### src/rtl/lsu_ctrl.sv
// lsu_ctrl: load/store controller between the core memory port and data memory.
// Latches a core access, drives the memory with a word address, byte enables
// and replicated write data, waits for mem_ready_i (bounded by TIMEOUT_CYCLES),
// then returns sign/zero-extended load data. Produces the core stall.
//
// Optional feature macro: LSU_MISALIGN_TRAP_EN
//   defined   : misaligned H/HU/W accesses trap (IDLE -> DONE, err_o, rd = 0)
//   undefined : low address bits are forced aligned and the access proceeds
//
// Ports:
//   clk_i, rst_i (async, active-high)
//   core_req_i/we_i/size_i/addr_i/wd_i : core access request
//   core_rd_o    : formatted load data, valid in DONE
//   core_stall_o : core hold, combinational
//   mem_req_o/we_o/be_o/addr_o/wd_o   : registered memory request, zero outside REQ
//   mem_rd_i, mem_ready_i             : memory response
//   err_o        : one-cycle pulse on trap, timeout or illegal size
module lsu_ctrl #(
  parameter int unsigned TIMEOUT_CYCLES = 255
) (
  input  logic        clk_i,
  input  logic        rst_i,
  input  logic        core_req_i,
  input  logic        core_we_i,
  input  logic [2:0]  core_size_i,
  input  logic [31:0] core_addr_i,
  input  logic [31:0] core_wd_i,
  output logic [31:0] core_rd_o,
  output logic        core_stall_o,
  output logic        mem_req_o,
  output logic        mem_we_o,
  output logic [3:0]  mem_be_o,
  output logic [31:0] mem_addr_o,
  output logic [31:0] mem_wd_o,
  input  logic [31:0] mem_rd_i,
  input  logic        mem_ready_i,
  output logic        err_o
);

  typedef enum logic [1:0] {IDLE, REQ, DONE} state_e;

  // Counter value seen in the last permitted REQ cycle.
  localparam logic [15:0] LIMIT = 16'(TIMEOUT_CYCLES - 1);

  state_e      state_q, state_d;
  logic [2:0]  size_q, size_d;
  logic [1:0]  off_q, off_d;
  logic [15:0] cnt_q, cnt_d;
  logic [31:0] rd_q, rd_d;
  logic        err_q, err_d;
  logic        mem_req_q, mem_req_d, mem_we_q, mem_we_d;
  logic [3:0]  mem_be_q, mem_be_d;
  logic [31:0] mem_addr_q, mem_addr_d, mem_wd_q, mem_wd_d;

  // Decode of the incoming core access.
  logic        is_byte, is_half, illegal, trap;
  logic [3:0]  be_new;
  logic [31:0] wd_new;
  logic [1:0]  off_new;

  always_comb begin
    is_byte = 1'b0;
    is_half = 1'b0;
    illegal = 1'b0;
    case (core_size_i)
      3'd0, 3'd4: is_byte = 1'b1;
      3'd1, 3'd5: is_half = 1'b1;
      3'd2:       ;
      default:    illegal = 1'b1;
    endcase
    if (is_byte) begin
      be_new  = 4'b0001 << core_addr_i[1:0];
      wd_new  = {4{core_wd_i[7:0]}};
      off_new = core_addr_i[1:0];
    end else if (is_half) begin
      be_new  = 4'b0011 << {core_addr_i[1], 1'b0};
      wd_new  = {2{core_wd_i[15:0]}};
      off_new = {core_addr_i[1], 1'b0};
    end else begin
      be_new  = 4'b1111;
      wd_new  = core_wd_i;
      off_new = 2'b00;
    end
`ifdef LSU_MISALIGN_TRAP_EN
    trap = (is_half & core_addr_i[0]) | ((core_size_i == 3'd2) & (|core_addr_i[1:0]));
`else
    trap = 1'b0;
`endif
  end

  // Load data formatting from the latched size and byte offset.
  logic [7:0]  byte_sel;
  logic [15:0] half_sel;
  logic [31:0] rd_fmt;

  always_comb begin
    byte_sel = mem_rd_i[{off_q, 3'b000} +: 8];
    half_sel = mem_rd_i[{off_q[1], 4'b0000} +: 16];
    case (size_q)
      3'd0:    rd_fmt = {{24{byte_sel[7]}}, byte_sel};
      3'd4:    rd_fmt = {24'h0, byte_sel};
      3'd1:    rd_fmt = {{16{half_sel[15]}}, half_sel};
      3'd5:    rd_fmt = {16'h0, half_sel};
      default: rd_fmt = mem_rd_i;
    endcase
  end

  always_comb begin
    state_d    = state_q;
    size_d     = size_q;
    off_d      = off_q;
    cnt_d      = cnt_q;
    rd_d       = rd_q;
    err_d      = 1'b0;
    // Memory outputs default to zero so they are only live in REQ.
    mem_req_d  = 1'b0;
    mem_we_d   = 1'b0;
    mem_be_d   = 4'h0;
    mem_addr_d = 32'h0;
    mem_wd_d   = 32'h0;
    case (state_q)
      IDLE: begin
        if (core_req_i) begin
          if (trap) begin
            state_d = DONE;
            rd_d    = 32'h0;
            err_d   = 1'b1;
          end else begin
            state_d    = REQ;
            size_d     = core_size_i;
            off_d      = off_new;
            cnt_d      = 16'h0;
            err_d      = illegal;
            mem_req_d  = 1'b1;
            mem_we_d   = core_we_i;
            mem_be_d   = be_new;
            mem_addr_d = {core_addr_i[31:2], 2'b00};
            mem_wd_d   = wd_new;
          end
        end
      end
      REQ: begin
        cnt_d = (cnt_q != 16'hFFFF) ? cnt_q + 16'h1 : cnt_q;
        if (mem_ready_i) begin
          // Ready has priority over a simultaneous timeout.
          if (!mem_we_q) rd_d = rd_fmt;
          state_d = DONE;
        end else if (cnt_q >= LIMIT) begin
          rd_d    = 32'h0;
          err_d   = 1'b1;
          state_d = DONE;
        end else begin
          mem_req_d  = mem_req_q;
          mem_we_d   = mem_we_q;
          mem_be_d   = mem_be_q;
          mem_addr_d = mem_addr_q;
          mem_wd_d   = mem_wd_q;
        end
      end
      DONE:    state_d = IDLE;
      default: state_d = IDLE;
    endcase
  end

  always_ff @(posedge clk_i or posedge rst_i) begin
    if (rst_i) begin
      state_q    <= IDLE;
      size_q     <= 3'd0;
      off_q      <= 2'd0;
      cnt_q      <= 16'h0;
      rd_q       <= 32'h0;
      err_q      <= 1'b0;
      mem_req_q  <= 1'b0;
      mem_we_q   <= 1'b0;
      mem_be_q   <= 4'h0;
      mem_addr_q <= 32'h0;
      mem_wd_q   <= 32'h0;
    end else begin
      state_q    <= state_d;
      size_q     <= size_d;
      off_q      <= off_d;
      cnt_q      <= cnt_d;
      rd_q       <= rd_d;
      err_q      <= err_d;
      mem_req_q  <= mem_req_d;
      mem_we_q   <= mem_we_d;
      mem_be_q   <= mem_be_d;
      mem_addr_q <= mem_addr_d;
      mem_wd_q   <= mem_wd_d;
    end
  end

  assign core_rd_o    = rd_q;
  assign core_stall_o = core_req_i & (state_q != DONE);
  assign mem_req_o    = mem_req_q;
  assign mem_we_o     = mem_we_q;
  assign mem_be_o     = mem_be_q;
  assign mem_addr_o   = mem_addr_q;
  assign mem_wd_o     = mem_wd_q;
  assign err_o        = err_q;

endmodule

### config.mk
export PLATFORM = sky130hd
export DESIGN_NAME = lsu_ctrl
export DESIGN_NICKNAME = d
export VERILOG_FILES = /design/src/rtl/lsu_ctrl.sv
export SDC_FILE = /design/constraint.sdc
export NUM_CORES = 1
export LEC_CHECK = 0
export ABC_CLOCK_PERIOD_IN_PS = 7700
export BUFFER_PORTS_ARGS = -buffer_cell sky130_fd_sc_hd__buf_2
export CORE_MARGIN = 5
export CORE_UTILIZATION = 30
export DETAILED_ROUTE_END_ITERATION = 10
export GPL_TIMING_DRIVEN = 0
export PLACE_DENSITY = 0.54
export REMOVE_ABC_BUFFERS = 1
export SLEW_MARGIN = 10
export SYNTH_ARGS = -nofsm -noshare
export SYNTH_HDL_FRONTEND = slang
export SYNTH_SLANG_ARGS = --single-unit
### constraint.sdc
create_clock -name clk_i -period 7.7 [get_ports clk_i]
set_input_delay 0.77 -clock clk_i [delete_from_list [all_inputs] [get_ports clk_i]]
set_output_delay 0.77 -clock clk_i [all_outputs]
set_load 0.02 [all_outputs]
==> flow_results.org, run 1 <==
** Power and ir drop
- Lkg Pwr :: 3.77 nW
- For this design the total switching power over the nets is 0.926 mW.
- VDD sags by at most 0.134 mV.
- Overall power of the completed layout :: 2.53 mW
- The share of total power dissipated in sequential elements is 0.369.
- Internal Power :: roughly 1.6 mW
- The share of total power dissipated in the clock network is 0.322.
- Proportion of total power due to net switching :: 0.365
- Total power divided by cell area :: roughly 330 mW/mm^2
- Of the total power, combinational logic draws 0.309.

** Synthesis
- Average cell area after synthesis :: between 10 and 15 um^2
- Prevailing post-synth register cell :: sky130_fd_sc_hd__dfrtp_1
- Yosys synthesis warning count :: 0
- Number of distinct standard cells referenced by the synthesized netlist :: 55
- Count of flip-flops with a built-in enable after synthesis :: 0
- In this run, synthesis produced a sequential element count of 124.
- After synthesis the cells add up to 0.00573 mm^2.
- In the synthesized netlist the async set-or-reset flop fraction comes to 1.00.
- Number of standard cells after synthesis :: 491
- The share of the Yosys chip area taken by registers is 0.542.

** Route
- Routed wl met3 :: 1690 um
- In this run the remaining antenna-violating nets after routing total 0.
- Summing over every cut layer, the via total after detailed routing is 4891.
- For this run, design rule violations remaining after detail routing come to 0.
- In the final routed layout, each cell accounts on average for 18.5 um.
- Detailed router's first-iteration violation count :: 242
- The detailed router used layers up to and including met4.
- Via-to-Cell Ratio :: 5.23
- Sum of routed wire segments on met1 :: 7460 um
- TritonRoute pass-1 iters :: 4
- Wire segments on met2 add up to slightly below 8000 um in the final route.
- Total Wirelength :: 17300 um

** CTS
- H-tree depth :: 4
- Root buffer cell :: sky130_fd_sc_hd__clkbuf_16
- After clock tree synthesis, the clock-pin slew on the worst setup and hold paths is 0.07 ns.
- TritonCTS built the clock tree.
- Post-cts repair resize count :: 0
- Number of buffers created by CTS :: 17
- For this design, the CTS-stage hold fixing added 0 buffers.
- At the later pin of the worst-skew pair, clock insertion delay measures 0.42 ns.
- Setup repair bufs after CTS :: 0
- Clock sinks :: roughly 120
- No sink is reached through more buffers than the 2 on the longest clock path.

** Place
- Place WS :: between 4 and 5 ns
- Detailed placement ended at an HPWL of 12700 um.
- Count of port buffers added during placement :: 205
- Last weighted congestion value of the routability-driven placer :: 0.822

** GRT
- Total Routing Usage GR :: 0.158
- Final global-route overflow total :: 0
- Global-route wire length before repair :: 27800 um
- Antenna violations before repair :: 0
- Pin count of the biggest net entering global routing :: 78
- The number of global-route vias before repair was 5139.

** Timing
- Max-slew violation total from the final report :: 0
- For the pin with the worst max-slew slack, the measured transition is 1.19 ns.
- Fin crit share :: 0.340
- Timing would allow up to around 0.38 GHz.
- Relative slew slack :: 0.206
- Final Worst Setup Slack :: slightly above 5 ns
- The number of hold-slack violations in the final timing report was 0.
- Setup violations remaining at the end of the flow were counted as 0.
- Setup Skew :: 0.0125 ns
- Setup repair after global routing left no endpoint under its margin.
- Adding up every negative setup slack in the final design gives 0 ns.
- Subtracting the final worst setup slack from the clock period gives 2.62 ns.
- Final hold analysis gives a worst-case slack of around 0.38 ns.

** Floorplanning
- Overall die area :: 0.0219 mm^2
- Chip height :: about 150 um
- For this configuration, the core starts out at a cell density of 0.305.
- Ports placed on the boundary :: 208
- The region available for standard cell placement spans 0.0188 mm^2.
- Number of placement rows :: 50
- DIE WIDTH :: 148 um

** Setup path
- Crit path launch type :: flip-flop
- At the worst endpoint, the required time is 8.05 ns.
- Signal arrival time at the worst endpoint :: just under 3 ns
- The critical path is of the reg2reg type.
- The worst setup path is captured at a flip-flop.
- Walking the worst path, the cells encountered are mux2_4, mux2_4, nor4_4, a221o_2.
- In this design, the stage delay of the slowest critical-path cell is ~0.95 ns.
- Maximum fanout encountered on the critical timing path :: 27
- The largest individual stage delay along the critical path comes from the cell sky130_fd_sc_hd__dfrtp_1.
- Broken down by cell family, the worst path's largest delay share belongs to flip-flops.
- Number of buffer and inverter stages on the critical path :: 0
- Most frequent CP cell :: sky130_fd_sc_hd__mux2_4

** Status
- The run finished with clean final reports.

** Cells and area
- Fin nets :: 793
- Of the cells placed in the final design, the portion with a size suffix greater than 1 is 0.384.
- Compared with the post-synthesis result, the final layout area differs by 32.6%.

** Run
- Max-cap violation count :: 0

** Min path
- Worst min path class :: in2async
==> cells in the mapped netlist, drive strengths merged (5+ instances only) <==
master | count | area share
nand2b | 5 | 0.0055
o2111ai | 5 | 0.0076
nor2 | 19 | 0.014
a221o | 16 | 0.028
a21o | 5 | 0.0066
o2bb2ai | 26 | 0.040
nor3 | 7 | 0.0061
nand2 | 37 | 0.024
o21ai | 32 | 0.028
mux2i | 27 | 0.047
buf | 21 | 0.025
xor2 | 11 | 0.017
clkbuf | 18 | 0.012
a21oi | 9 | 0.0085
dfrtp | 124 | 0.54
a22o | 52 | 0.080
o22ai | 21 | 0.023
mux2 | 7 | 0.015
==> power by group through the flow <==
stage | sequential, mW | clock (mW) | combinational, mW
after floorplan | 1.09 | 0 | 0.326
after global placement | 0.937 | 0 | 0.768
after detailed placement | 0.939 | 0 | 0.797
after CTS | 0.933 | 0.835 | 0.796
after global routing | 0.953 | 0.869 | 0.849
final | 0.935 | 0.816 | 0.784
==> final timing paths <==
check | startpoint | to | slack, ns | cells past startpoint
setup / recovery | off_q[1] | core_rd_o[18] | 5.08 | 4
hold / removal | rst_i | mem_addr_o[17] | 0.38 | 2
setup reg to reg | off_q[1] | core_rd_o[18] | 5.08 | 4
hold reg to reg | mem_wd_o[16] | mem_wd_o[16] | 0.48 | 1
max in group asynchronous | rst_i | mem_wd_o[11] | 6.55 | 3
min in group clk_i | mem_wd_o[16] | mem_wd_o[16] | 0.48 | 1
==> sequential cells by signal, summed over array words and instances, names as in the netlist <==
signal and count:
size_q 3, core_rd_o 32, mem_we_o 1, mem_req_o 1, cnt_q 16, off_q 2
state_q 2, mem_addr_o 30, mem_wd_o 32, mem_be_o 4, err_o 1
==> cells in the final DEF, fill, tap and decap left out, types with 3 or more instances in the layout <==
master,count
sky130_fd_sc_hd__buf_2,205
sky130_fd_sc_hd__dfrtp_1,124
sky130_fd_sc_hd__a22o_1,52
sky130_fd_sc_hd__nand2_1,37
sky130_fd_sc_hd__o21ai_0,31
sky130_fd_sc_hd__mux2i_1,27
sky130_fd_sc_hd__o2bb2ai_1,26
sky130_fd_sc_hd__o22ai_1,21
sky130_fd_sc_hd__nor2_1,17
sky130_fd_sc_hd__clkbuf_16,17
sky130_fd_sc_hd__a221o_1,14
sky130_fd_sc_hd__xor2_1,11
sky130_fd_sc_hd__a21oi_1,8
sky130_fd_sc_hd__nor3_1,7
sky130_fd_sc_hd__nand2b_1,5
sky130_fd_sc_hd__a21o_1,5
sky130_fd_sc_hd__o2111ai_1,5
sky130_fd_sc_hd__inv_6,5
sky130_fd_sc_hd__mux2_2,5
sky130_fd_sc_hd__o211ai_1,4
sky130_fd_sc_hd__inv_8,4
sky130_fd_sc_hd__buf_8,4
sky130_fd_sc_hd__nand3_1,3
sky130_fd_sc_hd__nor4_1,3
sky130_fd_sc_hd__inv_1,3
sky130_fd_sc_hd__buf_4,3
==> stage by stage <==
step,cell area (um^2),std cells,util
2_1_floorplan,5520,453,-
3_3_place_gp,6840,892,0.364
5_1_grt,7590,934,0.405
6_report,7590,935,0.405
4_1_cts,7590,934,0.404
3_5_place_dp,6990,902,0.372
==> logic make-up (layout without fill, tap and decap cells) <==
group                    count (synthesis)  in the layout  share of synthesized area
AO/OA/AOI/OAI                          179            179                      0.240
flip-flops                             124            124                      0.542
AND/OR/NAND/NOR                         93             93                     0.0839
buffers and inverters                   44            252                     0.0398
multiplexers                            36             36                     0.0715
XOR/XNOR                                12             12                     0.0184
adder cells (fa/ha/maj)                  2              2                    0.00437
other                                    1              3                   0.000655
==> layer usage <==
| metal | vias to the layer above | global-route usage |
|---|---|---|
| met5 | - | 0 |
| met4 | 0 | 0.0448 |
| met3 | 20 | 0.0692 |
| met2 | 195 | 0.253 |
| met1 | 2403 | 0.196 |
| li1 | 2273 | - |
==> layout make-up <==
class,count,area [um^2]
inverters,5,23.8
repair buffers,215,1160
clock buffers,17,425
clock inverters,15,175
flip-flops and latches,124,3100
fillers,1838,11200
multi-input cells,324,2410
diodes,1,2.50
well taps,234,293
No activity file was read; power rests on OpenSTA's default activity.
==> run 2: changes to the inputs <==
ABC_CLOCK_PERIOD_IN_PS = 2600   (was 7700)
clock period = 2.6 ns   (was 7.7 ns; I/O delays follow)
==> run 2 against run 1 <==
Critical path type unchanged. Clock power rose to 3.0 times the previous value. Largest power group unchanged. Cell count up 0.43%. Flip-flop and latch count stayed put. Worst setup slack got worse by 4.8 ns. Via count barely moved. First-iteration DRC count increased by 5.8%. Global-route usage is essentially flat. Register-to-register slack lost 4.8 ns. Final area grew 0.71%. Non-clock buffer count grew 4. Fmax is 13% higher.
==> flow_results.org, run 2 (same netlist as run 1, synthesis figures left out) <==
** Place
- Last weighted congestion value of the routability-driven placer :: 0.822 (unchanged)
- Dpl cells :: 902 (unchanged)
- Post-DP Area :: 0.00699 mm^2 (unchanged)
- Count of port buffers added during placement :: 205 (unchanged)
- The post-DP HPWL is 12700 um (unchanged).

** Min path
- The startpoint identified for the worst hold timing path is core_addr_i[26].
- Worst min path class :: in2reg (was in2async)
- The worst hold path passes through 2 cells.
- Hold-critical path endpoint :: mem_addr_o[26]

** Route
- Total Wirelength :: 17400 um (was 17300 um)
- Detailed router's first-iteration violation count :: 256 (was 242)
- Via-to-Cell Ratio :: 5.21 (was 5.23)
- TritonRoute pass-1 iters :: 4 (unchanged)
- DRC violation count after routing :: 0 (unchanged)
- The routed wire length per instance is 18.5 um (about the same).
- Antenna violation net count after detailed routing :: 0 (unchanged)
- The routed via count was 4893 (was 4891).

** Setup path
- Worst R2R Setup Slack :: 0.28 ns (was 5.08 ns)
- The count of buffer and inverter cells on the critical path is 0 (unchanged).
- Path type of the worst setup path :: reg2reg (unchanged)
- The stage delay of the slowest cell on the critical path was 0.70 ns (was 0.95 ns).
- The endpoint arrival time on the critical path is 2.67 ns (was 2.97 ns).
- The worst flop-to-flop path endpoint is core_rd_o[18] (unchanged).
- The startpoint type of the worst setup path is a flip-flop (unchanged).
- The category of cells accounting for the largest share of critical-path delay is simple AND/OR/NAND/NOR gates (was flip-flops).
- Master of the slowest instance on the critical path :: sky130_fd_sc_hd__nor4_4 (was sky130_fd_sc_hd__dfrtp_1)
- The critical path required time came to 2.95 ns (was 8.05 ns).
- Most frequent CP cell :: sky130_fd_sc_hd__mux2_4 (unchanged)
- The worst reg2reg path depth is 4 (unchanged).
- The peak fanout along the critical path came to 27 (unchanged).
- Origin of the critical flop-to-flop path :: off_q[1] (unchanged)
- Type of element capturing the critical path :: flip-flop (unchanged)
- Critical path, cell by cell: mux2_4, mux2_4, nor4_4, a221o_2 (unchanged).

** Floorplanning
- Overall die area :: 0.0219 mm^2 (unchanged)
- The x dimension of the die was 148 um (unchanged).
- Chip height :: 148 um (unchanged)
- The number of placed I/O pins came to 208 (unchanged).
- The core area is 0.0188 mm^2 (unchanged).
- The effective utilization at floorplan came to 0.305 (unchanged).
- Number of placement rows :: 50 (unchanged)

** Cells and area
- The filler cell count came to 1835 (was 1838).
- The number of cells in the finished layout apart from fillers is 939 (was 935).
- Most used cells in the layout excluding fill and tap cells: sky130_fd_sc_hd__buf_2 (205), sky130_fd_sc_hd__dfrtp_1 (123), sky130_fd_sc_hd__a22o_1 (52) (was sky130_fd_sc_hd__buf_2 (205), sky130_fd_sc_hd__dfrtp_1 (124), sky130_fd_sc_hd__a22o_1 (52)).
- Area Overhead vs Synth :: 33.6% (was 32.6%)
- The final standard cell utilization of the core came to 0.408 (was 0.405).
- The most common cell after layout, fill and taps aside is sky130_fd_sc_hd__buf_2 (unchanged).
- Area used by multi-input combinational logic :: 0.00242 mm^2 (was 0.00241 mm^2)
- The net count reported at finish came to 797 (was 793).
- The final instance area was 0.00765 mm^2 (was 0.00759 mm^2).
- The area of all sequential standard cells came to 0.00310 mm^2 (about the same).
- Share of layout cells above drive strength 1 :: 0.391 (was 0.384)

** CTS
- Worst-case clock buffer depth :: 2 (unchanged)
- Root buffer cell :: sky130_fd_sc_hd__clkbuf_16 (unchanged)
- Clock sinks :: 124 (unchanged)
- The total clock buffers created by CTS was 17 (unchanged).
- Clk pin slew, worst setup/hold paths :: 0.07 ns (about the same)
- Clock network latency to the later pin of the worst-skew pair :: 0.42 ns (about the same)
- The maximum level of the CTS H-tree is 4 (unchanged).
- TritonCTS clock tree :: yes (unchanged)

** Timing
- Unrepaired setup endpoints after global routing: false (unchanged).
- The max-slew violation count came to 0 (unchanged).
- Setup Skew :: 0.0123 ns (was 0.0125 ns)
- Transition time at the pin with the least slew margin :: 0.924 ns (was 1.19 ns)
- The highest clock rate is 0.430 GHz (was 0.382 GHz).
- The shortest clock period the worst path allows after layout came to 2.32 ns (was 2.62 ns).
- Fin crit share :: 0.894 (was 0.340)
- The number of failing setup endpoints in the final timing report came to 0 (unchanged).
- The number of hold-slack violations in the final timing report is 0 (unchanged).
- The relative slew slack is 0.379 (was 0.206).

** GRT
- Antenna violations before repair :: 0 (unchanged)
- The overall global routing resource usage came to 0.159 (was 0.158).
- Global-route wire length before repair :: 27800 um (about the same)
- Via count of the first global-routing pass :: 5151 (was 5139)
- The total grt overflow was 0 (unchanged).
- Pin count of the biggest net entering global routing :: 78 (unchanged)

** Power and ir drop
- The peak supply drop came to 0.398 mV (was 0.134 mV).
- The leakage power summed over all cells is 3.79 nW (was 3.77 nW).
- Total power divided by cell area :: 985 mW/mm^2 (was 334 mW/mm^2)

** Run
- Max-cap violation count :: 0 (unchanged)

** Status
- Result of the run: complete, no violations (unchanged).
## run 2: cell types whose count changed in the layout (fill, tap and decap cells not counted)
cell and delta:
sky130_fd_sc_hd__buf_4 +2, sky130_fd_sc_hd__dfrtp_2 +1, sky130_fd_sc_hd__dlygate4sd3_1 +1, sky130_fd_sc_hd__buf_12 +1, sky130_fd_sc_hd__nor3_2 +1, sky130_fd_sc_hd__nor3_1 -1
sky130_fd_sc_hd__nor2_2 +1, sky130_fd_sc_hd__dfrtp_1 -1, sky130_fd_sc_hd__nor2_1 -1
## run 2: where the power goes
part / internal [mW] / leakage [nW] / switching (mW) / total [mW]
clock network: 1.45 / 0.296 / 0.967 / 2.41
logic: 0.952 / 1.86 / 1.40 / 2.35
registers: 2.38 / 1.63 / 0.384 / 2.77
total: 4.78 / 3.79 / 2.75 / 7.53
## run 2: routing by layer
metal,vias to the layer above,global-route usage,wire length [um]
met5,-,0,0
met4,0,0.0448,240
met3,19,0.0692,1670
met2,195,0.253,7950
met1,2394,0.196,7520
li1,2285,-,-
## run 2: metrics by stage
step	total power [mW]	TNS [ns]	hold WS, ns	worst slack, ns
3_5_place_dp	5.14	-0.0284	0.319	-0.0152
3_3_place_gp	5.05	-642.36	0.465	-5.42
6_report	7.53	0	0.0629	0.275
4_1_cts	7.60	0	0.0393	0.0141
2_1_floorplan	4.18	-276.25	0.365	-2.58
5_1_grt	7.94	0	0.0332	0.106
## run 2: timing repair
item	in CTS	in global routing
resized for setup	1	2
buffers inserted	0	3
hold endpoints to repair	47	0
endpoints found under the setup margin	2	45
hold buffers	1	0
## run 2: worst register-to-register path: stages (launching register included)
cell,delay [ns]
sky130_fd_sc_hd__dfrtp_2,0.68
sky130_fd_sc_hd__mux2_4,0.37
sky130_fd_sc_hd__mux2_4,0.29
sky130_fd_sc_hd__nor4_4,0.70
sky130_fd_sc_hd__a221o_2,0.23
## run 2: area by class of cell
type                    count  area share
inverters                   5     0.00311
diodes                      1    0.000327
flip-flops and latches    124       0.406
repair buffers            219       0.157
clock buffers              17      0.0556
clock inverters            15      0.0229
multi-input cells         324       0.317
well taps                 234      0.0383
## run 2: worst max-delay path by stage
stage | to | depth (start not counted) | startpoint | slack (ns)
3_3_place_gp | mem_be_o[2] | 4 | state_q[1] | -5.42
6_report | core_rd_o[18] | 4 | off_q[1] | 0.28
3_5_place_dp | core_rd_o[19] | 4 | off_q[1] | -0.02
4_1_cts | core_rd_o[18] | 6 | cnt_q[0] | 0.01
2_1_floorplan | mem_be_o[2] | 4 | state_q[0] | -2.58
5_1_grt | core_rd_o[18] | 4 | off_q[1] | 0.11
